$ cat src/rtl/alu_arbiter.sv
// alu_arbiter
//   Shares one combinational W-bit ALU between two requesters. Each requester
//   issues an operation with a valid/ready handshake. A round-robin grant picks
//   at most one operation per cycle. Its result and Zero flag are registered
//   into that requester's response slot, which holds them until accepted.
//
// Handshake rule (applies to every valid/ready pair on this block):
//   a transfer happens on a rising clk edge when valid and ready are both 1.
//   The producer keeps valid and its payload stable until that transfer.
//   valid must never depend combinationally on ready.
//   reqN_ready is combinational from reqN_valid and rspN_ready.
//
// Ports
//   clk, reset                  : clock, asynchronous active-high reset
//   req0_valid/ready/op/a/b     : requester 0 operation channel
//   req1_valid/ready/op/a/b     : requester 1 operation channel
//   rsp0_valid/ready/out/zero   : requester 0 response slot
//   rsp1_valid/ready/out/zero   : requester 1 response slot
module alu_arbiter #(
    parameter int W = 8
) (
    input  logic         clk,
    input  logic         reset,
    input  logic         req0_valid,
    output logic         req0_ready,
    input  logic [2:0]   req0_op,
    input  logic [W-1:0] req0_a,
    input  logic [W-1:0] req0_b,
    input  logic         req1_valid,
    output logic         req1_ready,
    input  logic [2:0]   req1_op,
    input  logic [W-1:0] req1_a,
    input  logic [W-1:0] req1_b,
    output logic         rsp0_valid,
    input  logic         rsp0_ready,
    output logic [W-1:0] rsp0_out,
    output logic         rsp0_zero,
    output logic         rsp1_valid,
    input  logic         rsp1_ready,
    output logic [W-1:0] rsp1_out,
    output logic         rsp1_zero
);

    typedef enum logic [2:0] {
        OP_XOR  = 3'd0,
        OP_RXOR = 3'd1,
        OP_OR   = 3'd2,
        OP_BEQ  = 3'd3,
        OP_LAND = 3'd4,
        OP_MA   = 3'd5,
        OP_BS   = 3'd6,
        OP_ADDI = 3'd7
    } alu_op_t;

    // last_grant = 1 after reset so requester 0 wins the first contention.
    logic last_grant;

    logic free0, free1;
    logic elig0, elig1;
    logic grant0, grant1;

    // A slot is free when empty, or when its current result is being
    // consumed this same cycle (allows back-to-back issue).
    assign free0 = !rsp0_valid || rsp0_ready;
    assign free1 = !rsp1_valid || rsp1_ready;
    assign elig0 = req0_valid && free0 && !reset;
    assign elig1 = req1_valid && free1 && !reset;

    // Under contention the requester that was not granted last wins.
    assign grant0 = elig0 && (!elig1 || last_grant);
    assign grant1 = elig1 && (!elig0 || !last_grant);

    assign req0_ready = grant0;
    assign req1_ready = grant1;

    // Single shared ALU; operands come from whichever requester is granted.
    alu_op_t      alu_op;
    logic [W-1:0] alu_a, alu_b;
    logic [W-1:0] alu_out;
    logic         alu_zero;

    assign alu_op = alu_op_t'(grant1 ? req1_op : req0_op);
    assign alu_a  = grant1 ? req1_a : req0_a;
    assign alu_b  = grant1 ? req1_b : req0_b;

    always_comb begin
        alu_out  = '0;
        alu_zero = 1'b0;
        case (alu_op)
            OP_XOR:  alu_out = alu_a ^ alu_b;
            OP_RXOR: alu_out = {{(W-1){1'b0}}, ^alu_b};
            OP_OR:   alu_out = alu_a | alu_b;
            OP_BEQ:  alu_zero = (alu_a == alu_b);
            OP_LAND: alu_out = alu_a & alu_b;
            OP_MA:   alu_out = '0;
            // B[2] picks direction, B[1:0] the distance.
            OP_BS:   alu_out = alu_b[2] ? (alu_a >> alu_b[1:0])
                                        : (alu_a << alu_b[1:0]);
            OP_ADDI: alu_out = alu_a + alu_b;
            default: alu_out = '0;
        endcase
    end

    always_ff @(posedge clk or posedge reset) begin
        if (reset) begin
            last_grant <= 1'b1;
            rsp0_valid <= 1'b0;
            rsp0_out   <= '0;
            rsp0_zero  <= 1'b0;
            rsp1_valid <= 1'b0;
            rsp1_out   <= '0;
            rsp1_zero  <= 1'b0;
        end else begin
            if (grant0) begin
                rsp0_valid <= 1'b1;
                rsp0_out   <= alu_out;
                rsp0_zero  <= alu_zero;
            end else if (rsp0_ready) begin
                // Data is kept; only the valid flag drops.
                rsp0_valid <= 1'b0;
            end

            if (grant1) begin
                rsp1_valid <= 1'b1;
                rsp1_out   <= alu_out;
                rsp1_zero  <= alu_zero;
            end else if (rsp1_ready) begin
                rsp1_valid <= 1'b0;
            end

            if (grant0 || grant1) begin
                last_grant <= grant1;
            end
        end
    end

endmodule

$ cat config.mk
export PLATFORM = sky130hd
export DESIGN_NAME = alu_arbiter
export DESIGN_NICKNAME = d
export VERILOG_FILES = /design/src/rtl/alu_arbiter.sv
export SDC_FILE = /design/constraint.sdc
export NUM_CORES = 1
export LEC_CHECK = 0
export ABC_AREA = 1
export BUFFER_PORTS_ARGS = -buffer_cell sky130_fd_sc_hd__buf_2
export CAP_MARGIN = 20
export CORE_AREA = 10 10 90 92
export DETAILED_ROUTE_END_ITERATION = 7
export DIE_AREA = 0 0 100 102
export SLEW_MARGIN = 0
export SYNTH_ARGS = -nofsm -noshare
export SYNTH_HDL_FRONTEND = slang
export SYNTH_SLANG_ARGS = --single-unit
$ cat constraint.sdc
create_clock -name clk -period 5.7 [get_ports clk]
set_input_delay 0.57 -clock clk [delete_from_list [all_inputs] [get_ports clk]]
set_output_delay 0.57 -clock clk [all_outputs]
set_load 0.05 [all_outputs]
==> impl_metrics.json, run 1 <==
{
  "tightest_slew_ns": 0.5843,
  "post-place-cells": 548,
  "nNetsFinal": 536,
  "netlist_instances": 418,
  "rows": 29,
  "post_cts_buffers": 0,
  "n_antenna_cell": 0,
  "htree_levels": 1,
  "die_h_um": 102,
  "yosys.cell_count.top_type": "nand2_1",
  "post_drt_wl_per_cell_um": 13.09,
  "drive_gt1_share_pct": 17.68,
  "first_iter_violations": 180,
  "grt_overflow": 0,
  "cts_buffers": 3,
  "place.gp.congestion": 0.8816,
  "critPathSlowestCell": "inv_1",
  "postSynth.asyncResetShare_pct": 100.0,
  "antenna_found_initial": 0,
  "core_um2": 6277,
  "grtUsageMet3_pct": 2.969,
  "finalClockSkew_ns": 0.005061,
  "hpwl_mm": 5.932,
  "die-area_um2": 10200,
  "synth_compound_area_share_pct": 11.66,
  "min_period_ns": 3.706,
  "instances_no_fill": 552,
  "setup_viol": 0,
  "cts_resized": 0,
  "slew_headroom_pct": 61.04,
  "synth_area_um2": 2479,
  "synth-edff-count": 0,
  "gr-usage-met1_pct": 18.02,
  "leakage_nw": 1.718,
  "cts_tree": "yes",
  "ys_warn_count": 0,
  "cp_cell_sequence": "buf_2 -> inv_2 -> nand2_2 -> nor2_4 -> nand2_4 -> inv_1 -> nand2_1 -> nand2_1 -> ha_1 -> a21oi_1 -> nor2_1 -> a211oi_1 -> nand3_1 -> nand3_1 -> nand3_1 -> nand2_1 -> nand2_1",
  "min_path_type": "input port to async pin",
  "syn_area_per_cell_um2": 5.930,
  "max-cap-violations": 0,
  "hold_viol_final": 0,
  "grtUsageMet2_pct": 23.25,
  "synth_nets": 478,
  "grt_use_total_pct": 13.99,
  "synthAdderAreaFrac_pct": 8.077,
  "synth_top_area_share_pct": 25.74,
  "vdd.ir_drop.worst_mv": 0.2286,
  "finalMaxSlewViolations": 0,
  "synthSimpleGateAreaFrac_pct": 44.72,
  "synth_area_leaders": "nand2_1 (26%), dfrtp_1 (20%), nand3_1 (11%), ha_1 (8.1%), inv_1 (7.9%)",
  "multi_input_area_um2": 1659,
  "synth_top_area_cell": "nand2_1",
  "rsz0062_at_grt": "no",
  "clkSinkCount": 21,
  "place_ws_ns": 1.677,
  "drt_wl_total_mm": 7.225,
  "io_pins": 66,
  "synth_top_family_by_area": "simple AND/OR/NAND/NOR gates",
  "post-route-drc-count": 0,
  "cpPeakStageDelay_ns": 0.53,
  "initial_core_util_pct": 39.49,
  "clk_pin_slew_ns": 0.08,
  "grt_pass1_wl_mm": 12.30,
  "ant_nets": 0,
  "critPathMaxFanout": 57,
  "path_class": "input port to register",
  "critPathLaunchType": "input port",
  "cts_buffer_depth": 2,
  "die_x_um": 100,
  "cp-end-kind": "register",
  "firstDrtPassIters": 4,
  "synth-seq-cells": 21,
  "cts_root_buffer": "clkbuf_8",
  "grt_pass1_vias": 2673,
  "synth_ff_type": "dfrtp_1",
  "nFillCells": 698,
  "setup_ws_ns": 1.994,
  "status": "complete, no violations",
  "yosysSeqAreaShare_pct": 21.25,
  "synth_mux_area_share_pct": 0,
  "p_total_mw": 0.7320,
  "synth-xor-area-share_pct": 2.473,
  "numPortBuffers": 65,
  "grt_max_degree": 58,
  "area_growth_pct": 15.40,
  "timing.reg2reg.setup_slack_ns": 2.30,
  "vias": 2756,
  "powerDensity_nw_per_um2": 255.9,
  "synthTopCellsByCount": "nand2_1 (170), nand3_1 (53), inv_1 (52), nor2_1 (23), dfrtp_1 (20)",
  "final.period_utilization_pct": 65.01,
  "setup_tns_ns": 0,
  "clk_latency_ns": 0.26,
  "vias_per_cell": 4.993,
  "regArea_um2": 526.8,
  "fmax_mhz": 269.9,
  "cts_hold_buffers": 0,
  "ys_types": 37,
  "arrival_ns": 3.86,
  "busiest_layer": "met2",
  "cpMostUsedCell": "nand2_1",
  "critPathRequiredTime_ns": 5.85
}
-- worst max-delay path: cells and delay by family --
kind,cells,cell delay [ns]
simple gates,11,1.47
buf+inv,3,0.99
compound gates,2,0.51
fa+ha+maj,1,0.32
-- metrics by stage --
stage                     instance area, um2  utilization, %  hold slack, ns
after CTS                               2860           45.57          0.3400
after floorplan                         2479               -          0.4364
after detailed placement                2814           44.83          0.4628
final                                   2860           45.57          0.3271
after global placement                  2814           44.83          0.4581
after global routing                    2860           45.57          0.3617
-- layout make-up --
cell class,instances,share of cell area (%)
inverter,55,7.218
clock buffer,3,1.444
clock inverter,1,0.1750
sequential,21,18.42
multi-input combinational,330,58.01
timing repair buffer,65,11.37
tap,77,3.368
-- kinds of logic after synthesis --
group | Yosys count
buf+inv | 67
xor+xnor | 7
simple gates | 262
flops | 21
fa+ha+maj | 16
compound gates | 45
-- sequential cells by signal, summed over array words and instances, names as in the netlist --
| register | count |
|---|---|
| rsp1_valid | 1 |
| rsp0_valid | 1 |
| rsp1_out | 8 |
| last_grant | 1 |
| rsp0_zero | 1 |
| rsp1_zero | 1 |
| rsp0_out | 8 |
-- where the power goes --
part	switching [mW]	internal (mW)
logic	0.312	0.120
registers	0.0188	0.184
clock network	0.0480	0.0487
-- layout by cell type, fill, tap and decap left out, types with 8 or more instances in the layout --
cell type    n
a21oi_1      9
buf_2       65
dfrtp_1     20
ha_1        16
inv_1       52
nand2_1    170
nand3_1     53
nor2_1      23
o21ai_0     11
o21ai_1      8
-- routing by layer --
layer	vias up	wire length [um]
met5	-	0
met4	0	78
met3	8	643
met2	94	3196
met1	1206	3307
li1	1448	-
-- final timing paths --
| check | from | endpoint | cells after the start |
|---|---|---|---|
| setup / recovery | reset | rsp0_out[6]$_DFFE_PP0P_ | 17 |
| hold / removal | reset | rsp0_out[0]$_DFFE_PP0P_ | 2 |
| setup reg to reg | last_grant$_DFFE_PP1P_ | rsp0_out[6]$_DFFE_PP0P_ | 14 |
| hold reg to reg | rsp0_out[3]$_DFFE_PP0P_ | rsp0_out[3]$_DFFE_PP0P_ | 2 |
| max in group asynchronous | reset | last_grant$_DFFE_PP1P_ | 2 |
| min in group clk | rsp0_out[3]$_DFFE_PP0P_ | rsp0_out[3]$_DFFE_PP0P_ | 2 |
(Power assumes the default switching activity.)
==> run 2: changes to the inputs <==
--- a/config.mk
+++ b/config.mk
@@ -5,12 +5,12 @@
 export SDC_FILE = /design/constraint.sdc
 export NUM_CORES = 1
 export LEC_CHECK = 0
-export ABC_AREA = 1
+export ABC_AREA = 0
 export BUFFER_PORTS_ARGS = -buffer_cell sky130_fd_sc_hd__buf_2
 export CAP_MARGIN = 20
-export CORE_AREA = 10 10 90 92
+export CORE_AREA = 10 10 101 103
 export DETAILED_ROUTE_END_ITERATION = 7
-export DIE_AREA = 0 0 100 102
+export DIE_AREA = 0 0 111 113
 export SLEW_MARGIN = 0
 export SYNTH_ARGS = -nofsm -noshare
 export SYNTH_HDL_FRONTEND = slang
==> constraint.sdc (replaced) <==
create_clock -name clk -period 3.55 [get_ports clk]
set_input_delay 0.355 -clock clk [delete_from_list [all_inputs] [get_ports clk]]
set_output_delay 0.355 -clock clk [all_outputs]
set_load 0.05 [all_outputs]
==> run 2 against run 1 <==
Compared with the run above:
- combinational power rose by 84%
- worst hold slack worse by 0.15 ns
- clock skew decreased by 0.0026 ns
- largest power group unchanged
- clock-buffer cell count unchanged
- highest routed layer unchanged
- first-iteration DRC count is 6.1% lower
- global-route usage grew 1.4 points
- area after synthesis rose by 30%
- power increased by 74%
- final cell count rose by 4.2%
- utilization is 1.4 points lower
==> impl_metrics.json, run 2 <==
{
  "min_path_type": "input port to async pin",
  "grt_pass1_vias": 3200,
  "synth-xor-area-share_pct": 4.363,
  "critPathRequiredTime_ns": 3.67,
  "ys_warn_count": 0,
  "numPortBuffers": 65,
  "hold_viol_final": 0,
  "grt_max_degree": 36,
  "die_h_um": 113,
  "synth_top_family_by_area": "simple AND/OR/NAND/NOR gates",
  "post_drt_wl_per_cell_um": 17.43,
  "min_period_ns": 2.997,
  "rsz0062_at_grt": "no",
  "multi_input_area_um2": 2451,
  "antenna_found_initial": 0,
  "path_class": "register to register",
  "arrival_ns": 3.12,
  "cts_buffers": 3,
  "holdWs_ns": 0.1800,
  "hpwl_mm": 7.912,
  "setup_viol": 0,
  "leakage_nw": 1.664,
  "final_cell_mix": "buf_2 (65), nand2_1 (63), nor2_1 (52)",
  "synth_top_area_share_pct": 15.58,
  "vias_per_cell": 5.760,
  "clk_latency_ns": 0.25,
  "ys_types": 63,
  "met1Wirelength_mm": 4.583,
  "critPathLaunchType": "register",
  "cts_hold_buffers": 0,
  "timing.reg2reg.setup_slack_ns": 0.55,
  "cp-end-kind": "register",
  "rows": 33,
  "post_cts_buffers": 0,
  "cts_resized": 0,
  "synth_area_um2": 3212,
  "wl_met2_mm": 4.539,
  "setup_ws_ns": 0.5526,
  "nFillCells": 843,
  "slew_headroom_pct": 57.50,
  "reg.largest.list": "rsp0_out x8, rsp1_out x8",
  "r2r_cells": 10,
  "netlist_instances": 428,
  "die_x_um": 111,
  "setup_tns_ns": 0,
  "cts_root_buffer": "clkbuf_8",
  "clk_pin_slew_ns": 0.07,
  "vdd.ir_drop.worst_mv": 0.1332,
  "regArea_um2": 526.8,
  "synthAdderAreaFrac_pct": 6.545,
  "first_iter_violations": 169,
  "status": "complete, no violations",
  "postSynth.asyncResetShare_pct": 100.0,
  "synth_nets": 488,
  "area_growth_pct": 11.96,
  "powerDensity_nw_per_um2": 353.7,
  "grt_use_total_pct": 15.44,
  "firstDrtPassIters": 4,
  "synth-edff-count": 0,
  "synthSimpleGateAreaFrac_pct": 25.44,
  "fmax_mhz": 333.6,
  "synth_top_area_cell": "dfrtp_1",
  "synthTopCellsByCount": "nand2_1 (63), nor2_1 (52), a21oi_1 (29), mux2i_1 (28), dfrtp_1 (20)",
  "yosysSeqAreaShare_pct": 16.40,
  "core_um2": 8134,
  "cts_tree": "yes",
  "grt_overflow": 0,
  "n_antenna_cell": 0,
  "synth_area_leaders": "dfrtp_1 (16%), mux2i_1 (8.7%), nand2_1 (7.4%), ha_1 (6.2%), nor2_1 (6.1%)",
  "post-route-drc-count": 0,
  "dr_wl_met3_um": 760,
  "synth_ff_type": "dfrtp_1",
  "die-area_um2": 12540,
  "htree_levels": 1,
  "tightest_slew_ns": 0.6296,
  "finalMaxSlewViolations": 0,
  "syn_area_per_cell_um2": 7.504,
  "final.period_utilization_pct": 84.43,
  "place.gp.congestion": 0.8885,
  "yosys.cell_count.top_type": "nand2_1",
  "ant_nets": 0,
  "place_ws_ns": 0.5854,
  "cts_buffer_depth": 2,
  "initial_core_util_pct": 39.49,
  "max-cap-violations": 0,
  "drt_wl_total_mm": 10.02,
  "drive_gt1_share_pct": 21.06,
  "final_common_cell": "buf_2",
  "r2r-start": "last_grant$_DFFE_PP1P_",
  "synth_compound_area_share_pct": 20.88,
  "synth-seq-cells": 21,
  "top_layer": "met4",
  "io_pins": 66,
  "grt_pass1_wl_mm": 16.77,
  "synth_mux_area_share_pct": 19.09,
  "clkSinkCount": 21,
  "critPathMaxFanout": 35,
  "vias": 3312,
  "finalClockSkew_ns": 0.002422,
  "nNetsFinal": 531,
  "worst_r2r_endpoint": "rsp1_out[5]$_DFFE_PP0N_"
}
[run 2: changes by cell type after synthesis, sizes merged, moves of 10 or more]
cell,previous run,this run
nand3,54,9
nand2,173,63
o21ai,26,13
mux2i,0,29
nor2,24,52
a21oi,9,29
inv,54,22
mux2,0,12
buf,9,19
[run 2: logic make-up after synthesis]
kind of cell,Yosys count
AO/OA/AOI/OAI,97
AND/OR/NAND/NOR,175
multiplexers,49
flip-flops,21
XOR/XNOR,16
adder cells (fa/ha/maj),17
buffers and inverters,53
[run 2: layout make-up]
cell class	instances	area share [%]
clock inverter	1	0.1392
multi-input combinational	354	68.16
sequential	21	14.65
inverter	22	2.366
timing repair buffer	69	9.882
clock buffer	3	1.148
tap	105	3.653
[run 2: worst max-delay path by stage]
stage,start,to,slack [ns]
floorplan,rsp0_valid$_DFFE_PP0P_,rsp0_out[7]$_DFFE_PP0P_,0.11
global placement,last_grant$_DFFE_PP1P_,rsp1_out[5]$_DFFE_PP0N_,0.64
detailed placement,last_grant$_DFFE_PP1P_,rsp0_out[5]$_DFFE_PP0P_,0.59
CTS,last_grant$_DFFE_PP1P_,rsp0_out[5]$_DFFE_PP0P_,0.57
global route,last_grant$_DFFE_PP1P_,rsp0_out[3]$_DFFE_PP0P_,0.31
finish,last_grant$_DFFE_PP1P_,rsp1_out[5]$_DFFE_PP0N_,0.55
[run 2: report_power, final]
group | switching [mW] | internal, mW
clock | 0.0714 | 0.0780
combinational | 0.541 | 0.255
sequential | 0.0290 | 0.297
total | 0.642 | 0.630
[run 2: through the flow]
| step | std cells | util (%) | area, um2 | power (mW) |
|---|---|---|---|---|
| global route | 575 | 44.21 | 3596 | 1.371 |
| CTS | 575 | 44.21 | 3596 | 1.280 |
| floorplan | 428 | - | 3212 | 0.9225 |
| global placement | 571 | 43.64 | 3550 | 1.118 |
| detailed placement | 571 | 43.64 | 3550 | 1.126 |
| finish | 575 | 44.21 | 3596 | 1.272 |
[run 2: layer usage]
metal	GRT usage (%)	vias up
li1	-	1630
met1	21.53	1535
met2	24.76	138
met3	2.113	9
met4	3.125	0
met5	0	-
[run 2: critical path, cell delays in order (launching register included)]
cell       delay, ns
dfstp_2         0.55
nand2_1         0.08
o2111ai_4       0.22
inv_4           0.18
nand2_1         0.13
nand2_1         0.11
ha_1            0.29
maj3_1          0.39
mux2_2          0.31
o311ai_1        0.45
a31oi_1         0.14
==> run 3: changes to the inputs <==
==> constraint.sdc (replaced) <==
create_clock -name clk -period 2.95 [get_ports clk]
set_input_delay 0.295 -clock clk [delete_from_list [all_inputs] [get_ports clk]]
set_output_delay 0.295 -clock clk [all_outputs]
set_load 0.05 [all_outputs]
==> run 3 against run 2 <==
Compared with the run above:
- combinational power rose by 29%
- sequential power rose by 21%
- global-route usage rose by 0.083 points
- power rose by 26%
- fmax rose by 7.6%
- clock skew fell by 0.0012 ns
- cell area rose by 6.0%
- first-iteration DRC count rose by 44%
- utilization rose by 2.7 points
- non-clock buffer count rose by 10
- sequential cell count did not move
- largest cell class unchanged
- largest power group unchanged
==> impl_metrics.json, run 3 (same netlist as run 2, synthesis figures left out) <==
{
  "tightest_slew_ns": 0.7275,
  "clk_pin_slew_ns": 0.07,
  "firstDrtPassIters": 5,
  "cp-end-kind": "register",
  "vdd.ir_drop.worst_mv": 0.1647,
  "die_h_um": 113,
  "n_antenna_cell": 0,
  "critPathLaunchType": "register",
  "leakage_nw": 1.747,
  "grt_pass1_wl_mm": 16.70,
  "slew_headroom_pct": 50.88,
  "status": "complete, no violations",
  "worst_r2r_endpoint": "rsp1_out[6]$_DFFE_PP0N_",
  "powerDensity_nw_per_um2": 420.3,
  "numPortBuffers": 65,
  "core_um2": 8134,
  "timing.reg2reg.setup_slack_ns": 0.16,
  "critPathMaxFanout": 6,
  "antenna_found_initial": 0,
  "clkSinkCount": 21,
  "finalMaxSlewViolations": 0,
  "final_cell_mix": "buf_2 (65), nand2_1 (61), nor2_1 (52)",
  "cts_buffer_depth": 2,
  "vias_per_cell": 5.767,
  "regArea_um2": 529.3,
  "r2r_cells": 14,
  "rows": 33,
  "p_total_mw": 1.602,
  "clk_latency_ns": 0.25,
  "die-area_um2": 12540,
  "arrival_ns": 2.97,
  "instances_no_fill": 587,
  "multi_input_area_um2": 2531,
  "cts_root_buffer": "clkbuf_8",
  "r2r-start": "last_grant$_DFFE_PP1P_",
  "hpwl_mm": 8.201,
  "post-route-drc-count": 0,
  "place.gp.congestion": 0.9214,
  "post_drt_wl_per_cell_um": 17.94,
  "cts_buffers": 3,
  "critPathRequiredTime_ns": 3.13,
  "vias": 3385,
  "met1Wirelength_mm": 4.841,
  "fmax_mhz": 358.9,
  "nNetsFinal": 543,
  "path_class": "register to register",
  "finalClockSkew_ns": 0.001218,
  "hold_viol_final": 0,
  "min_period_ns": 2.786,
  "die_x_um": 111,
  "cts_tree": "yes",
  "htree_levels": 1,
  "final_common_cell": "buf_2",
  "top_layer": "met4",
  "first_iter_violations": 244,
  "min_path_type": "input port to async pin",
  "grt_max_degree": 27,
  "drive_gt1_share_pct": 25.73,
  "grt_use_total_pct": 15.52,
  "nFillCells": 832,
  "initial_core_util_pct": 39.49,
  "post-place-cells": 575,
  "final.period_utilization_pct": 94.45,
  "drt_wl_total_mm": 10.53,
  "ant_nets": 0,
  "grt_pass1_vias": 3260,
  "dr_wl_met3_um": 819,
  "max-cap-violations": 0,
  "area_growth_pct": 18.70,
  "wl_met2_mm": 4.628,
  "io_pins": 66,
  "grt_overflow": 0,
  "setup_viol": 0,
  "reg.largest.list": "rsp0_out x8, rsp1_out x8"
}
-- run 3: changes by cell type in the layout (fill, tap and decap cells not counted), sizes merged --
| cell | previous run | this run |
|---|---|---|
| clkinv | 1 | 2 |
| clkbuf | 3 | 5 |
| buf | 69 | 78 |
-- run 3: timing repair --
item                                    in CTS  in global routing
gates resized for setup                      0                 15
endpoints found under the setup margin       0                 14
setup buffers                                0                  5
hold buffers                                 0                  0
-- run 3: worst max-delay path by stage --
stage | from | endpoint | slack (ns)
floorplan | rsp0_valid$_DFFE_PP0P_ | rsp0_out[7]$_DFFE_PP0P_ | 0.05
CTS | last_grant$_DFFE_PP1P_ | rsp1_out[6]$_DFFE_PP0N_ | 0.11
global route | last_grant$_DFFE_PP1P_ | rsp1_out[6]$_DFFE_PP0N_ | -0.04
global placement | last_grant$_DFFE_PP1P_ | rsp0_out[4]$_DFFE_PP0P_ | 0.15
detailed placement | last_grant$_DFFE_PP1P_ | rsp1_out[6]$_DFFE_PP0N_ | 0.13
finish | last_grant$_DFFE_PP1P_ | rsp1_out[6]$_DFFE_PP0N_ | 0.16
-- run 3: final cells by class --
cell class | instances | area share (%)
Timing Repair Buffer | 79 | 12.50
Timing Repair inverter | 2 | 0.2954
Multi-Input combinational cell | 354 | 66.39
Tap cell | 105 | 3.446
Sequential cell | 21 | 13.88
Inverter | 22 | 2.297
Clock buffer | 4 | 1.181
-- run 3: report_power, final --
group	leakage (nW)	switching, mW	internal, mW	total (mW)
Clock	0.0228	0.0868	0.0960	0.183
Combinational	1.48	0.678	0.348	1.03
Sequential	0.244	0.0360	0.358	0.394
Total	1.75	0.801	0.802	1.60
-- run 3: layer usage --
metal / vias to the layer above / global-route usage, %
li1: 1650 / -
met1: 1564 / 21.04
met2: 152 / 24.17
met3: 19 / 2.905
met4: 0 / 5.122
met5: - / 0
-- run 3: stage by stage --
| step | util, % | worst slack [ns] | cell area (um2) | setup TNS [ns] | hold slack, ns |
|---|---|---|---|---|---|
| final | 46.87 | 0.1636 | 3812 | 0 | 0.1316 |
| after global placement | 44.62 | 0.1522 | 3630 | 0 | 0.4150 |
| after detailed placement | 44.62 | 0.1282 | 3630 | 0 | 0.4239 |
| after global routing | 46.87 | -0.04400 | 3812 | -0.08069 | 0.1587 |
| after CTS | 45.18 | 0.1072 | 3675 | 0 | 0.1441 |
| after floorplan | - | 0.05437 | 3309 | 0 | 0.1761 |
-- run 3: worst max-delay path, stage by stage (launching register included) --
cell and delay, ns:
dfstp_2 0.55, nand2_1 0.08, o2111ai_4 0.22, buf_12 0.17, clkinv_4 0.08, nand2_1 0.10
nand2_2 0.09, ha_4 0.19, ha_1 0.22, a21oi_2 0.19, nor2_1 0.08, mux2i_1 0.24
and4_1 0.22, o21ai_1 0.09, a31oi_1 0.18
